**config.mk**
```make
export PLATFORM = sky130hd
export DESIGN_NAME = branch_resolve_unit
export DESIGN_NICKNAME = d
export VERILOG_FILES = /design/src/rtl/branch_resolve_unit.sv
export SDC_FILE = /design/constraint.sdc
export NUM_CORES = 1
export LEC_CHECK = 0
export BUFFER_PORTS_ARGS = -buffer_cell sky130_fd_sc_hd__buf_2
export CAP_MARGIN = 40
export CORE_UTILIZATION = 60
export CTS_BUF_LIST = sky130_fd_sc_hd__clkbuf_8
export CTS_CLUSTER_SIZE = 40
export DETAILED_ROUTE_END_ITERATION = 10
export GPL_TIMING_DRIVEN = 1
export PLACE_DENSITY = 0.84
export RECOVER_POWER = 100
export SLEW_MARGIN = 25
export SYNTH_ARGS = -nofsm -noshare
export SYNTH_HDL_FRONTEND = slang
export SYNTH_SLANG_ARGS = --single-unit
```
**constraint.sdc**
```tcl
create_clock -name CLK -period 7.7 [get_ports CLK]
set_input_delay 0.385 -clock CLK [delete_from_list [all_inputs] [get_ports CLK]]
set_output_delay 0.385 -clock CLK [all_outputs]
set_load 0.01 [all_outputs]
```
**src/rtl/branch_resolve_unit.sv**
```systemverilog
// Execute-stage branch/jump resolver: checks outcome against the fetch prediction,
// issues a registered redirect plus multi-cycle flush, and owns the 2-bit BHT.
module branch_resolve_unit #(
  parameter int BHT_ENTRIES  = 64,
  parameter int FLUSH_CYCLES = 2,
  parameter int CNT_W        = 16
) (
  input  logic             CLK,
  input  logic             RST_N,
  input  logic [31:0]      F_PC,
  output logic             F_PRED_TAKEN,
  input  logic             EX_VALID,
  input  logic [1:0]       EX_TYPE,
  input  logic [2:0]       EX_FUNCT3,
  input  logic [31:0]      EX_PC,
  input  logic [31:0]      EX_TARGET,
  input  logic             EX_PRED_TAKEN,
  input  logic             BR_EQ,
  input  logic             BR_LT,
  input  logic             BR_LTU,
  output logic             REDIRECT,
  output logic [31:0]      REDIRECT_PC,
  output logic             FLUSH,
  output logic             ILLEGAL_BR,
  output logic [CNT_W-1:0] MISPRED_CNT
);

  localparam int IDX_W = $clog2(BHT_ENTRIES);

  typedef enum logic {S_IDLE, S_FLUSH} state_t;

  state_t             state_q, state_d;
  logic [2:0]         flush_cnt_q, flush_cnt_d;
  logic               redirect_q, redirect_d;
  logic [31:0]        redirect_pc_q, redirect_pc_d;
  logic               flush_q, flush_d;
  logic               illegal_q, illegal_d;
  logic [CNT_W-1:0]   cnt_q, cnt_d;
  logic [1:0]         bht_q [BHT_ENTRIES];
  logic [1:0]         bht_d [BHT_ENTRIES];

  logic [IDX_W-1:0]   f_idx, ex_idx;
  logic               is_branch, illegal_f3, br_taken, taken;
  logic               accepted, mispredict;
  logic [31:0]        correct_pc;
  logic               unused_pc_bits;

  assign f_idx          = F_PC[IDX_W+1:2];
  assign ex_idx         = EX_PC[IDX_W+1:2];
  assign unused_pc_bits = ^{F_PC[31:IDX_W+2], F_PC[1:0]};
  assign F_PRED_TAKEN   = bht_q[f_idx][1];

  // Resolve the instruction in EX; JALR always redirects since fetch cannot know its target.
  always_comb begin
    is_branch  = (EX_TYPE == 2'b00);
    illegal_f3 = (EX_FUNCT3[2:1] == 2'b01);
    case (EX_FUNCT3)
      3'b000:  br_taken = BR_EQ;
      3'b001:  br_taken = !BR_EQ;
      3'b100:  br_taken = BR_LT;
      3'b101:  br_taken = !BR_LT;
      3'b110:  br_taken = BR_LTU;
      3'b111:  br_taken = !BR_LTU;
      default: br_taken = 1'b0;
    endcase
    taken      = is_branch ? br_taken : 1'b1;
    accepted   = EX_VALID && (EX_TYPE != 2'b11) && (state_q == S_IDLE);
    mispredict = accepted && ((taken != EX_PRED_TAKEN) || (EX_TYPE == 2'b10));
    correct_pc = taken ? EX_TARGET : EX_PC + 32'd4;
  end

  always_comb begin
    bht_d = bht_q;
    if (accepted && is_branch && !illegal_f3) begin
      if (taken && bht_q[ex_idx] != 2'b11)
        bht_d[ex_idx] = bht_q[ex_idx] + 2'b01;
      else if (!taken && bht_q[ex_idx] != 2'b00)
        bht_d[ex_idx] = bht_q[ex_idx] - 2'b01;
    end
  end

  always_comb begin
    state_d       = state_q;
    flush_cnt_d   = flush_cnt_q;
    redirect_d    = 1'b0;
    redirect_pc_d = redirect_pc_q;
    flush_d       = flush_q;
    illegal_d     = accepted && is_branch && illegal_f3;
    cnt_d         = cnt_q;
    if (mispredict && cnt_q != {CNT_W{1'b1}})
      cnt_d = cnt_q + 1'b1;
    case (state_q)
      S_IDLE: begin
        flush_d = 1'b0;
        if (mispredict) begin
          state_d       = S_FLUSH;
          redirect_d    = 1'b1;
          redirect_pc_d = correct_pc;
          flush_d       = 1'b1;
          flush_cnt_d   = 3'(FLUSH_CYCLES - 1);
        end
      end
      S_FLUSH: begin
        if (flush_cnt_q == 3'd0) begin
          state_d = S_IDLE;
          flush_d = 1'b0;
        end else begin
          flush_cnt_d = flush_cnt_q - 3'd1;
          flush_d     = 1'b1;
        end
      end
      default: begin
        state_d = S_IDLE;
        flush_d = 1'b0;
      end
    endcase
  end

  // Counters restart weakly not-taken so a cold entry flips after one taken outcome.
  always_ff @(posedge CLK or negedge RST_N) begin
    if (!RST_N) begin
      state_q       <= S_IDLE;
      flush_cnt_q   <= 3'd0;
      redirect_q    <= 1'b0;
      redirect_pc_q <= 32'd0;
      flush_q       <= 1'b0;
      illegal_q     <= 1'b0;
      cnt_q         <= '0;
      for (int i = 0; i < BHT_ENTRIES; i++)
        bht_q[i] <= 2'b01;
    end else begin
      state_q       <= state_d;
      flush_cnt_q   <= flush_cnt_d;
      redirect_q    <= redirect_d;
      redirect_pc_q <= redirect_pc_d;
      flush_q       <= flush_d;
      illegal_q     <= illegal_d;
      cnt_q         <= cnt_d;
      bht_q         <= bht_d;
    end
  end

  assign REDIRECT    = redirect_q;
  assign REDIRECT_PC = redirect_pc_q;
  assign FLUSH       = flush_q;
  assign ILLEGAL_BR  = illegal_q;
  assign MISPRED_CNT = cnt_q;

endmodule

```
==> parameters.txt <==
Parameter                              Value

STA
  Total count of hold-check failures in the final report    0
  Period utilisation layout    78.79%
  Setup clock skew after layout    0.01567 ns
  Worst-Margin Slew    3.935 ns
  Upper clock frequency limit    between 0.15 and 0.2 GHz
  Number of pins exceeding their max-slew limit in the final report    178
  RSZ-0062 raised after global routing    no
  Relative slew slack    -162.3%
  Worst Slack Setup Final    1.633 ns
  Count of endpoints failing setup in the final report    0
  Final Critical Period    about 6 ns
  Total negative slack    0 ns

Worst setup path
  Largest fanout on the critical path    37
  Required time worst endpoint    approximately 8 ns
  Timing startpoint of the critical path    EX_PC[2]
  Slowest library cell on the worst path    clkbuf_1
  Slowest cell delay on critical path    1.33 ns
  WS Path Type    in2reg
  Worst Setup End Kind    register
  Kind of launch point of the worst setup path    input pin
  Number of buffer and inverter stages on the critical path    5
  Gate family responsible for the most delay along the worst path    buffers and inverters
  Cell count of the worst reg-to-reg path    8
  Series of cell instances along the critical path    clkbuf_1, clkinv_1, a2bb2oi_1, o211ai_1, a211oi_1, and4_1, inv_2, buf_12, ha_1, nor2_1, nand2_1, mux2i_1, clkbuf_1, nand2_1, mux2_2
  Crit Reg-Reg Startpoint    FLUSH
  Arrival time of the worst setup path    between 6 and 7 ns
  Internal reg-to-reg setup slack    2.69 ns
  Number of cells on the critical path    15
  Worst setup path end    bht_q[103]
  Terminus of the critical flop-to-flop path    MISPRED_CNT[2]

Routing
  Via density    6.415
  Iter 0 DRT Violations    718
  Router iterations before antenna repair    5
  Vias after detailed routing    8192
  Remaining number of nets flagged by the antenna check after routing    0
  Wire length per cell    between 20 and 25 um
  DRC violation count after routing    0
  Final Routed Wirelength    27390 um

Placement
  GP Congestion    0.8868
  Pre-CTS worst setup slack    2.346 ns
  Post-DP HPWL    ~19000 um
  Number of buffers inserted by port buffering    133

Finish
  Layout filler cell count    1242
  Number of nets in the finished design    1156
  Share of post-route cells with drive strength above 1    34.22%
  Area growth from synthesis to layout    12.50%
  Final Util    69.58%

Yosys
  Post-synth net total    roughly 1000
  Ys Warns    0
  Post-synthesis register bit count    between 150 and 200
  Leading cell types by count after synthesis    nand2_1, mux2_2, dfrtp_1, dfstp_2, mux2i_1
  Most frequently used cell type in the post-synthesis netlist    nand2_1
  Cell Area, Synth    roughly 10000 um^2
  Post-synthesis instance total    between 900 and 1000
  Mapped Avg Cell Area    11.18 um^2
  Area share of the leading cell type in the synthesized netlist    28.59%
  Cell types occupying the most area after synthesis    dfrtp_1, dfstp_2, mux2_2
  Cell type with the largest total area after synthesis    dfrtp_1
  Sequential-to-total area share from yosys stat    44.87%
  Synth Flop Type    dfrtp_1
  Post-synth EDFFs    0
  Synth cell types    between 60 and 70
  FFs w/ async S/R, synth    100.0%

Floorplanning
  Placement row count    47
  Total die area    17740 um^2
  Floorplan core area    16700 um^2
  I/O pins    160
  Height of the die    about 130 um
  Effective utilization at floorplan    61.84%
  Width of the chip    133.2 um

Clock network
  Source-to-sink clock delay at the later pin of the worst-skew pair    0.49 ns
  Root buffer cell    clkbuf_8
  Post-CTS setup buffer count    0
  Maximum root-to-sink buffer count    2
  Clock net sink count    182
  Clock transition at the registers of the reported paths    roughly 0.10 ns
  CTS Buf Count    17
  Clock H-tree levels    4
  CTS tree    done

Global routing
  Largest net degree at the start of global routing    75
  First-pass GRT wire length    between 40000 and 50000 um
  Antenna violations before repair    2
  Gr ovfl total    0
  Aggregate global-route resource usage    a little under a third
  Vias in the first global route    8012

Power and ir drop
  Comb pwr share    24.3%
  Clock network fraction of total power    between 20% and 30%
  Static leakage power    5.106 nW
  Part of the total power dissipated in sequential elements    46.6%
  Peak supply drop    144.0 uV
  Switching component of the power    0.8400 mW
  Switching power share of the total    32.63%
  Internal power component    approximately 1.7 mW
  PwrDens    between 200 and 250 nW/um^2

Min path
  Min-delay worst type    in2reg

Outcome
  Outcome    finished with violations
  Violated checks    capacitance limit, slew limit

Job
  Number of maximum-capacitance constraint violations    4
## area by class of cell
class                      count  area (um^2)  area share, %
antenna                        2        5.005        0.04307
sequential                   182         4634          39.88
timing repair buffer         157        799.5          6.881
clock inverter                15        227.7          1.960
multi-input combinational    660         5354          46.08
tap                          220        275.3          2.369
clock buffer                  17        234.0          2.014
inverter                      24        90.09         0.7753
## cell usage in the layout (no fill, tap or decap), types with 22 or more instances in the layout
master | synthesis | routed
nand2_1 | 137 | 137
clkbuf_1 | 21 | 61
mux2i_1 | 48 | 46
nor2_1 | 37 | 37
dfstp_2 | 64 | 64
mux4_2 | 33 | 33
dfrtp_1 | 118 | 118
buf_2 | 28 | 80
mux2_2 | 128 | 127
o21ai_0 | 26 | 26
xor2_1 | 22 | 22
inv_1 | 22 | 22
## power groups by stage
stage          Combinational (mW)  Clock (mW)  Sequential [mW]
3_5_place_dp                0.638           0             1.21
2_1_floorplan               0.334           0             1.25
6_report                    0.625       0.749             1.20
3_3_place_gp                0.613           0             1.20
4_1_cts                     0.641       0.754             1.19
5_1_grt                     0.686       0.792             1.22
## worst min path at each step
| stage | from | endpoint | slack (ns) | cells past startpoint |
|---|---|---|---|---|
| floorplan | RST_N | FLUSH | 0.09 | 0 |
| global placement | RST_N | bht_q[113] | 0.44 | 1 |
| detailed placement | RST_N | bht_q[113] | 0.45 | 1 |
| CTS | EX_TARGET[5] | REDIRECT_PC[5] | 0.16 | 3 |
| global route | EX_TARGET[9] | REDIRECT_PC[9] | 0.17 | 3 |
| finish | EX_TARGET[5] | REDIRECT_PC[5] | 0.16 | 3 |
## repair_timing
action | 4_1_cts | 5_1_grt
endpoints found under the hold margin | 40 | 0
hold buffers | 1 | 0
resized for setup | 0 | 0
## tightest hold or removal path: cells and delay by family
kind / cells / cell delay [ns]
AOI/OAI and AO/OA: 1 / 0.08
buffers and inverters: 1 / 0.08
and+or+nand+nor: 1 / 0.07
## per-layer routing
| metal | track usage, % | wire, um | share of wire (%) |
|---|---|---|---|
| met5 | 0 | 0 | 0 |
| met4 | 17.23 | 1240 | 4.5 |
| met3 | 8.029 | 2708 | 9.9 |
| met2 | 50.20 | 12870 | 47 |
| met1 | 40.39 | 10570 | 39 |
## cell families after synthesis
family | count (synthesis) | synth area share, %
multiplexers | 214 | 26.35
AND/OR/NAND/NOR | 292 | 13.40
flip-flops | 182 | 44.87
adder cells (fa/ha/maj) | 6 | 0.7268
buffers and inverters | 82 | 3.537
XOR/XNOR | 44 | 3.804
AO/OA/AOI/OAI | 104 | 7.317
## per-stage QoR
step	instance area (um^2)	std cells	hold slack, ns	power (mW)
2_1_floorplan	10330	924	0.08941	1.581
3_3_place_gp	11140	1235	0.4420	1.815
3_5_place_dp	11180	1237	0.4480	1.850
4_1_cts	11650	1270	0.1560	2.589
5_1_grt	11620	1277	0.1694	2.695
6_report	11620	1277	0.1610	2.574
Note: power is estimated with default switching activity, not from simulation.
